[src/rtl/fifo_sample_reader_pkg.sv]
// rtl/fifo_sample_reader_pkg.sv - shared playout FSM encoding and underflow counter helpers
//
// Shared with the UART/DDS blocks.
//   run_state_t  : playout FSM states IDLE / PREFILL / RUN
//   UFLOW_CNT_W  : width of the saturating underflow event counter
//   sat_inc()    : saturating increment for that counter
package fifo_sample_reader_pkg;

   typedef enum logic [1:0] {
      ST_IDLE    = 2'd0,
      ST_PREFILL = 2'd1,
      ST_RUN     = 2'd2
   } run_state_t;

   localparam int UFLOW_CNT_W = 16;

   function automatic logic [UFLOW_CNT_W-1:0] sat_inc(input logic [UFLOW_CNT_W-1:0] v);
      return (&v) ? v : v + 1'b1;
   endfunction

endpackage

[src/rtl/fifo_sample_reader_rate_divider.sv]
// rtl/fifo_sample_reader_rate_divider.sv - sample-rate divider producing a tick every rate_div+1 cycles
//
// Ports:
//   clk, rst_n : clock, asynchronous active-low reset
//   clear      : hold the count at 0 and suppress tick (used outside RUN)
//   rate_div   : period minus one; compared live, so a change applies at the next comparison
//   tick       : high in a cycle where the count has reached rate_div
module rate_divider
   import fifo_sample_reader_pkg::*;
#(
   parameter int DIV_WIDTH = 16
) (
   input  logic                 clk,
   input  logic                 rst_n,
   input  logic                 clear,
   input  logic [DIV_WIDTH-1:0] rate_div,
   output logic                 tick
);

   logic [DIV_WIDTH-1:0] cnt;

   // >= rather than == so that lowering rate_div below the current count
   // ticks right away instead of wrapping the whole counter range.
   assign tick = !clear && (cnt >= rate_div);

   always_ff @(posedge clk or negedge rst_n) begin
      if (!rst_n) begin
         cnt <= '0;
      end else if (clear || tick) begin
         cnt <= '0;
      end else begin
         cnt <= cnt + 1'b1;
      end
   end

endmodule

[src/rtl/fifo_sample_reader.sv]
// rtl/fifo_sample_reader.sv - paced FIFO reader feeding held samples to the DDS datapath
//
// Ports:
//   clk, rst_n     : clock, asynchronous active-low reset
//   enable         : run request; low returns to IDLE on the next edge
//   rate_div       : sample period minus one, in clk cycles
//   prefill        : FIFO level needed before (re)starting playout (0 treated as 1)
//   fifo_dout      : FIFO read data, valid the cycle after fifo_rd_en
//   fifo_empty     : FIFO empty flag
//   fifo_count     : FIFO occupancy
//   fifo_rd_en     : registered single-cycle pop
//   sample_out     : current sample, held between updates
//   sample_valid   : one-cycle pulse when sample_out updates
//   underflow      : one-cycle pulse when a sample tick finds the FIFO empty
//   underflow_cnt  : saturating count of underflow events
//   running        : high while in RUN
module fifo_sample_reader
   import fifo_sample_reader_pkg::*;
#(
   parameter int DATA_WIDTH = 32,
   parameter int ADDR_WIDTH = 10,
   parameter int DIV_WIDTH  = 16
) (
   input  logic                   clk,
   input  logic                   rst_n,
   input  logic                   enable,
   input  logic [DIV_WIDTH-1:0]   rate_div,
   input  logic [ADDR_WIDTH:0]    prefill,
   input  logic [DATA_WIDTH-1:0]  fifo_dout,
   input  logic                   fifo_empty,
   input  logic [ADDR_WIDTH:0]    fifo_count,
   output logic                   fifo_rd_en,
   output logic [DATA_WIDTH-1:0]  sample_out,
   output logic                   sample_valid,
   output logic                   underflow,
   output logic [UFLOW_CNT_W-1:0] underflow_cnt,
   output logic                   running
);

   run_state_t            state;
   logic                  cap_pending;
   logic                  tick;
   logic [ADDR_WIDTH:0]   prefill_eff;

   assign prefill_eff = (prefill == '0) ? (ADDR_WIDTH+1)'(1) : prefill;

   // Divider is held at 0 outside RUN, so it restarts from 0 on every RUN entry.
   rate_divider #(
      .DIV_WIDTH (DIV_WIDTH)
   ) u_rate_divider (
      .clk      (clk),
      .rst_n    (rst_n),
      .clear    (state != ST_RUN),
      .rate_div (rate_div),
      .tick     (tick)
   );

   always_ff @(posedge clk or negedge rst_n) begin
      if (!rst_n) begin
         state         <= ST_IDLE;
         fifo_rd_en    <= 1'b0;
         cap_pending   <= 1'b0;
         sample_out    <= '0;
         sample_valid  <= 1'b0;
         underflow     <= 1'b0;
         underflow_cnt <= '0;
         running       <= 1'b0;
      end else begin
         fifo_rd_en <= 1'b0;
         underflow  <= 1'b0;

         // Capture pipeline runs regardless of FSM state so a word already
         // popped is always delivered, even across enable drop or underflow.
         cap_pending  <= fifo_rd_en;
         sample_valid <= cap_pending;
         if (cap_pending) begin
            sample_out <= fifo_dout;
         end

         if (!enable) begin
            state   <= ST_IDLE;
            running <= 1'b0;
         end else begin
            case (state)
               ST_IDLE: begin
                  state   <= ST_PREFILL;
                  running <= 1'b0;
               end
               ST_PREFILL: begin
                  if (fifo_count >= prefill_eff) begin
                     state   <= ST_RUN;
                     running <= 1'b1;
                  end
               end
               ST_RUN: begin
                  // A tick landing in the pop cycle is absorbed: fifo_empty
                  // does not yet reflect that pop, and reads must not be
                  // back to back.
                  if (tick && !fifo_rd_en) begin
                     if (!fifo_empty) begin
                        fifo_rd_en <= 1'b1;
                     end else begin
                        underflow     <= 1'b1;
                        underflow_cnt <= sat_inc(underflow_cnt);
                        state         <= ST_PREFILL;
                        running       <= 1'b0;
                     end
                  end
               end
               default: begin
                  state   <= ST_IDLE;
                  running <= 1'b0;
               end
            endcase
         end
      end
   end

endmodule

[config.mk]
export PLATFORM = sky130hd
export DESIGN_NAME = fifo_sample_reader
export DESIGN_NICKNAME = d
export VERILOG_FILES = /design/src/rtl/fifo_sample_reader_pkg.sv /design/src/rtl/fifo_sample_reader_rate_divider.sv /design/src/rtl/fifo_sample_reader.sv
export SDC_FILE = /design/constraint.sdc
export NUM_CORES = 1
export LEC_CHECK = 0
export ABC_CLOCK_PERIOD_IN_PS = 4000
export CAP_MARGIN = 10
export CORE_UTILIZATION = 40
export DETAILED_ROUTE_END_ITERATION = 16
export HOLD_SLACK_MARGIN = 0.12
export PLACE_DENSITY = 0.69
export SYNTH_ARGS = -nofsm -noshare
export SYNTH_HDL_FRONTEND = slang
export SYNTH_SLANG_ARGS = --single-unit
[constraint.sdc]
create_clock -name clk -period 4 [get_ports clk]
set_clock_uncertainty 0.2 [all_clocks]
set_input_delay 0.6 -clock clk [delete_from_list [all_inputs] [get_ports clk]]
set_output_delay 0.6 -clock clk [all_outputs]
set_load 0.1 [all_outputs]
==> impl_metrics.ini, run 1 <==
[run_status]
status = completed

[final_layout]
syn2layout_area_growth_pct = 45.6
final_cell_mix = clkdlybuf4s50_1 (124), dfrtp_1 (70), mux2_2 (33)
antenna_cells = 0
final_common_cell = clkdlybuf4s50_1
layout.nets = 555
drive_gt1_frac = 0.134
final_util = 0.602

[critical_path]
reg2reg_depth = 8
cpMaxStageDelayCell = clkdlybuf4s50_1
required_ns = 4.04
r2r_slack_ns = 1.18
cp_cell_sequence = clkdlybuf4s50_1, inv_1, ha_1, a211oi_1, nor2_1, a311oi_2, nand3_2, nand2_1, mux2_2
crit_family = compound AO/OA/AOI/OAI gates
r2r-end = underflow_cnt[1]
critPathKind = input pin to flop
crit_path_end = underflow_cnt[1]
timing.rr.start = u_rate_divider.cnt[0]
cp_num_buf_inv = 2
critPathCaptureType = flop
crit_cells = 9
cp_max_fo = 16
slowest_delay_ns = 0.46
arrival_ns = 3.11
startpoint = rate_div[13]
critPathLaunchType = input pin

[pwr]
power_density_mw_per_mm2 = 305
power.leakage_nw = 2.43
finalPower_mw = 1.60
ir_drop_v = 0.000188

[clocking]
cts_root_buffer = clkbuf_8
max-clock-path-buffers = 2
tritoncts = done
cts_sinks = 70
numCtsBuffers = 9
cts.htree.levels = 3
clkTransAtPathRegs_ns = 0.08
clk-insertion-delay-late_ns = 0.34

[floorplan]
die_height_microns = 96.9
start_util = 0.413
coreArea_sq_mm = 0.00872
dieArea_sq_mm = 0.00940
rows = 34
die_w_microns = 96.9
num_io_pins = 126

[grt]
use_met3 = 0.0549
grt_busiest_layer = met2
grt_pass1_vias = 2816
grt_pass1_wl_microns = 13500
grt_util_met2 = 0.283
grt_max_degree = 51
gr-total-overflow = 0
use_met1 = 0.231
grt_usage = 0.181
antenna_found_initial = 0

[timing]
setup_violations = 0
rsz0062_at_grt = no
fin_ws_ns = 0.925
min_period_ns = 3.08
timing.final.hold_violations = 0
finalMaxSlewViolations = 0
finalCritPeriodShare = 0.769
relSlewSlack = 0.320
setup_tns_ns = 0
fmax_mhz = 325
tightestPinTransition_ns = 1.02

[logic_synthesis]
avgSynthCellArea_sq_um = 11.4
synth_seq_area_share = 0.486
netlist_area_sq_mm = 0.00360
synthArstFlopShare = 1.00
yosysWarnings = 0
synthCells = 316
synth_nets = 419
yosys_most_used_dff = dfrtp_1
ys_types = 44
ys_seq_elements = 70
synth_edf_count = 0

[drt]
drc = 0
wl_per_cell_microns = 14.1
drt_iter0_markers = 59
drtAntennaViolNets = 0
drt_pass1_iterations = 4
vias_per_cell = 4.93
via_count = 2783
routed_wl_microns = 7960

[flow_run]
cap_violations = 0

[worst_hold_path]
hp-class = flop to flop

[place]
dp_slack_ns = 0.574
post-dp-hpwl_microns = 6000
port_buffers = 125
routabilityCongestion = 0.817
==> sequential cells by signal, summed over array words and instances, names as in the netlist <==
| name | count |
|---|---|
| sample_out | 32 |
| underflow | 1 |
| running | 1 |
| u_rate_divider.cnt | 16 |
| fifo_rd_en | 1 |
| underflow_cnt | 16 |
| sample_valid | 1 |
| state | 1 |
| cap_pending | 1 |
==> synthesized netlist by cell type (4+ instances only) <==
cell type	n	area share
ha_1	29	0.10
dfrtp_1	70	0.49
xor2_1	6	0.015
and3_1	11	0.019
inv_1	28	0.029
nand2_1	14	0.015
nand4_1	13	0.023
nand3_1	11	0.015
mux2_2	33	0.10
o21ai_0	4	0.0056
xnor2_1	22	0.053
nor2_1	23	0.024
==> logic make-up after synthesis <==
family,Yosys count,share of synthesized area
flip-flops,70,0.486
adder cells (fa/ha/maj),29,0.101
multiplexers,34,0.107
XOR/XNOR,28,0.0680
buffers and inverters,34,0.0368
AO/OA/AOI/OAI,25,0.0562
AND/OR/NAND/NOR,96,0.145
==> worst reg2reg max path: stages (launching register included) <==
cell and delay (ns):
dfrtp_1 0.42, inv_1 0.07, ha_1 0.26, nand2b_1 0.14, a2111oi_0 0.55, or3_4 0.26, nand3_2 0.27, nand2_1 0.22
mux2_2 0.34
==> worst min-delay path by stage <==
stage                          start          end  slack, ns  depth (start not counted)
final                     fifo_rd_en  cap_pending       0.23                          0
after global routing      fifo_rd_en  cap_pending       0.26                          0
after CTS                 fifo_rd_en  cap_pending       0.23                          0
after detailed placement  fifo_rd_en  cap_pending       0.22                          0
after global placement    fifo_rd_en  cap_pending       0.21                          0
after floorplan                rst_n  cap_pending       0.10                          0
==> layer usage <==
layer	wire length [microns]	vias to the layer above
met4	113	0
li1	-	1383
met2	3630	104
met5	0	-
met1	3650	1286
met3	562	10
==> through the flow <==
step | area, sq um | cells | hold slack [ns]
after global placement | 4990 | 547 | 0.212
after detailed placement | 4990 | 547 | 0.217
after floorplan | 3600 | 316 | 0.104
after CTS | 5210 | 562 | 0.234
after global routing | 5250 | 564 | 0.261
final | 5250 | 564 | 0.231
==> power breakdown <==
part | total [mW] | internal, mW | switching [mW] | leakage, nW
Combinational | 0.233 | 0.116 | 0.118 | 1.35
Clock | 0.634 | 0.366 | 0.269 | 0.105
Sequential | 0.733 | 0.720 | 0.0136 | 0.976
==> area by class of cell <==
| cell class | count | area (sq um) |
|---|---|---|
| clock inverters | 5 | 83.8 |
| fillers | 752 | 3470 |
| flip-flops and latches | 70 | 1750 |
| inverters | 28 | 105 |
| multi-input cells | 212 | 1720 |
| well taps | 108 | 135 |
| repair buffers | 131 | 1310 |
| clock buffers | 10 | 138 |
==> timing repair <==
action,4_1_cts,5_1_grt
resized for setup,0,0
setup buffers,0,0
hold endpoints to repair,0,18
hold buffers,0,1
Power figures use the tool's default switching activity.
==> inputs of run 2 (changes only) <==
ABC_CLOCK_PERIOD_IN_PS = 2600   (was 4000)
PLACE_DENSITY = 0.72   (was 0.69)
clock period = 2.6 ns   (was 4 ns; I/O delays follow)
==> run 2 against run 1 <==
  * Global-route usage increased by 0.16 points
  * Via count up 2.9%
  * Combinational power grew 65%
  * Non-clock buffer count is 16 higher
  * Critical path depth is 1 higher
  * Cell count increased by 3.0%
  * Critical path type unchanged
  * Largest power group unchanged
  * Highest routed layer unchanged
==> impl_metrics.ini, run 2 (synthesis results as in run 1) <==
[run_status]
status = completed

[critical_path]
cp_max_fo = 3
slowest_delay_ns = 0.46
critPathKind = input pin to flop
cpMaxStageDelayCell = clkdlybuf4s50_1
crit_family = buffers and inverters
cp_num_buf_inv = 3
arrival_ns = 2.55
startpoint = rate_div[6]
cp_cell_sequence = clkdlybuf4s50_1, inv_1, ha_1, and3_1, o311a_1, o21ai_2, buf_4, a31oi_4, nand4_1, mux2_4
timing.rr.start = u_rate_divider.cnt[0]
critPathLaunchType = input pin
critPathCaptureType = flop
required_ns = 2.63

[worst_hold_path]
hp-start = fifo_rd_en
hp-class = flop to flop

[place]
routabilityCongestion = 0.838
port_buffers = 125
numPlacedInstances = 564
post-dp-hpwl_microns = 6060

[final_layout]
ff_latch_area_sq_mm = 0.00176
antenna_cells = 0
final_common_cell = buf_4
drive_gt1_frac = 0.298
largest_register_ffs = 32
stdcell_count = 581
largest_register = sample_out
fillers = 725
reg.largest.list = sample_out x32, u_rate_divider.cnt x16, underflow_cnt x16
layout.nets = 571
multi_input_area_sq_mm = 0.00175
syn2layout_area_growth_pct = 46.0
final_cell_mix = buf_4 (71), clkdlybuf4s50_1 (65), dfrtp_1 (64)

[pwr]
ir_drop_v = 0.000341
pwr-share-clk = 0.366
power.internal_mw = 1.75
power.leakage_nw = 2.67
p_seq_frac = 0.473
combinationalPowerShare = 0.162
swShare = 0.266
p_sw_mw = 0.633
power_density_mw_per_mm2 = 452

[timing]
tightestPinTransition_ns = 0.649
timing.final.hold_violations = 0
finalMaxSlewViolations = 0
fmax_mhz = 397
finalCritPeriodShare = 0.970
setup_tns_ns = 0
min_period_ns = 2.52
relSlewSlack = 0.567
setup_violations = 0
rsz0062_at_grt = yes

[grt]
grt_pass1_vias = 3012
gr-total-overflow = 0
antenna_found_initial = 0
grt_usage = 0.183
grt_pass1_wl_microns = 13900
grt_max_degree = 44

[drt]
via_count = 2863
drc = 0
drt_pass1_iterations = 4
wl_per_cell_microns = 13.7
vias_per_cell = 4.93
routed_wl_microns = 7970
drt_iter0_markers = 73
drtAntennaViolNets = 0

[floorplan]
die_w_microns = 96.9
dieArea_sq_mm = 0.00940
coreArea_sq_mm = 0.00872
rows = 34
num_io_pins = 126
start_util = 0.413
die_height_microns = 96.9

[clocking]
cts_root_buffer = clkbuf_8
cts_sinks = 70
clkTransAtPathRegs_ns = 0.08
cts_setup_buffers = 0
max-clock-path-buffers = 2
clk-insertion-delay-late_ns = 0.34
numCtsBuffers = 9
cts.htree.levels = 3
tritoncts = done

[flow_run]
cap_violations = 0
## run 2: changes by cell type in the layout (fill, tap and decap cells not counted), sizes merged
cell / previous run / this run
clkinvlp: 2 / 1
clkbuf: 10 / 9
dlymetal6s2s: 0 / 7
clkinv: 1 / 4
inv: 28 / 29
clkdlybuf4s50: 124 / 65
bufinv: 2 / 1
buf: 6 / 74
## run 2: area by class of cell
class,count,area share
flip-flops and latches,70,0.334
multi-input cells,212,0.332
repair buffers,147,0.251
well taps,108,0.0257
clock buffers,9,0.0235
inverters,28,0.0200
clock inverters,7,0.0140
## run 2: repair_timing
| action | CTS | global route |
|---|---|---|
| hold endpoints to repair | 27 | 0 |
| setup endpoints to repair | 2 | 5 |
| hold buffers | 1 | 0 |
| pin swaps | 2 | 9 |
| gates resized for setup | 5 | 11 |
## run 2: routing by layer
metal  global-route usage  vias to the layer above  share of wire
met5                    0                        -              0
met4               0.0586                        0          0.010
met3               0.0592                        6          0.073
met2                0.294                      105           0.45
met1                0.233                     1333           0.46
li1                     -                     1419              -
## run 2: stage by stage
stage | hold WS [ns] | setup slack (ns) | cell area (sq um) | power, mW | utilization
5_1_grt | 0.289 | -0.0332 | 5260 | 2.51 | 0.604
6_report | 0.265 | 0.0791 | 5260 | 2.38 | 0.604
3_5_place_dp | 0.251 | -0.401 | 5010 | 1.52 | 0.574
4_1_cts | 0.268 | 0.00548 | 5230 | 2.41 | 0.600
2_1_floorplan | -0.106 | 0.00203 | 3610 | 1.31 | -
3_3_place_gp | 0.226 | -0.385 | 5010 | 1.52 | 0.574
## run 2: path summary, 6_finish.rpt
kind                                     end  slack, ns  cells past startpoint
min in group asynchronous      sample_out[5]       0.41                      2
setup reg to reg            underflow_cnt[1]       0.18                      9
hold reg to reg                  cap_pending       0.27                      0
setup / recovery           underflow_cnt[15]       0.08                     10
hold / removal                   cap_pending       0.27                      0
max in group asynchronous     sample_out[25]       1.12                      3
## run 2: power groups by stage
stage | Sequential (mW) | Combinational [mW] | Clock, mW
after floorplan | 1.19 | 0.122 | 0
after global placement | 1.14 | 0.374 | 0
after detailed placement | 1.14 | 0.379 | 0
after CTS | 1.12 | 0.386 | 0.897
after global routing | 1.13 | 0.429 | 0.950
final | 1.12 | 0.385 | 0.870
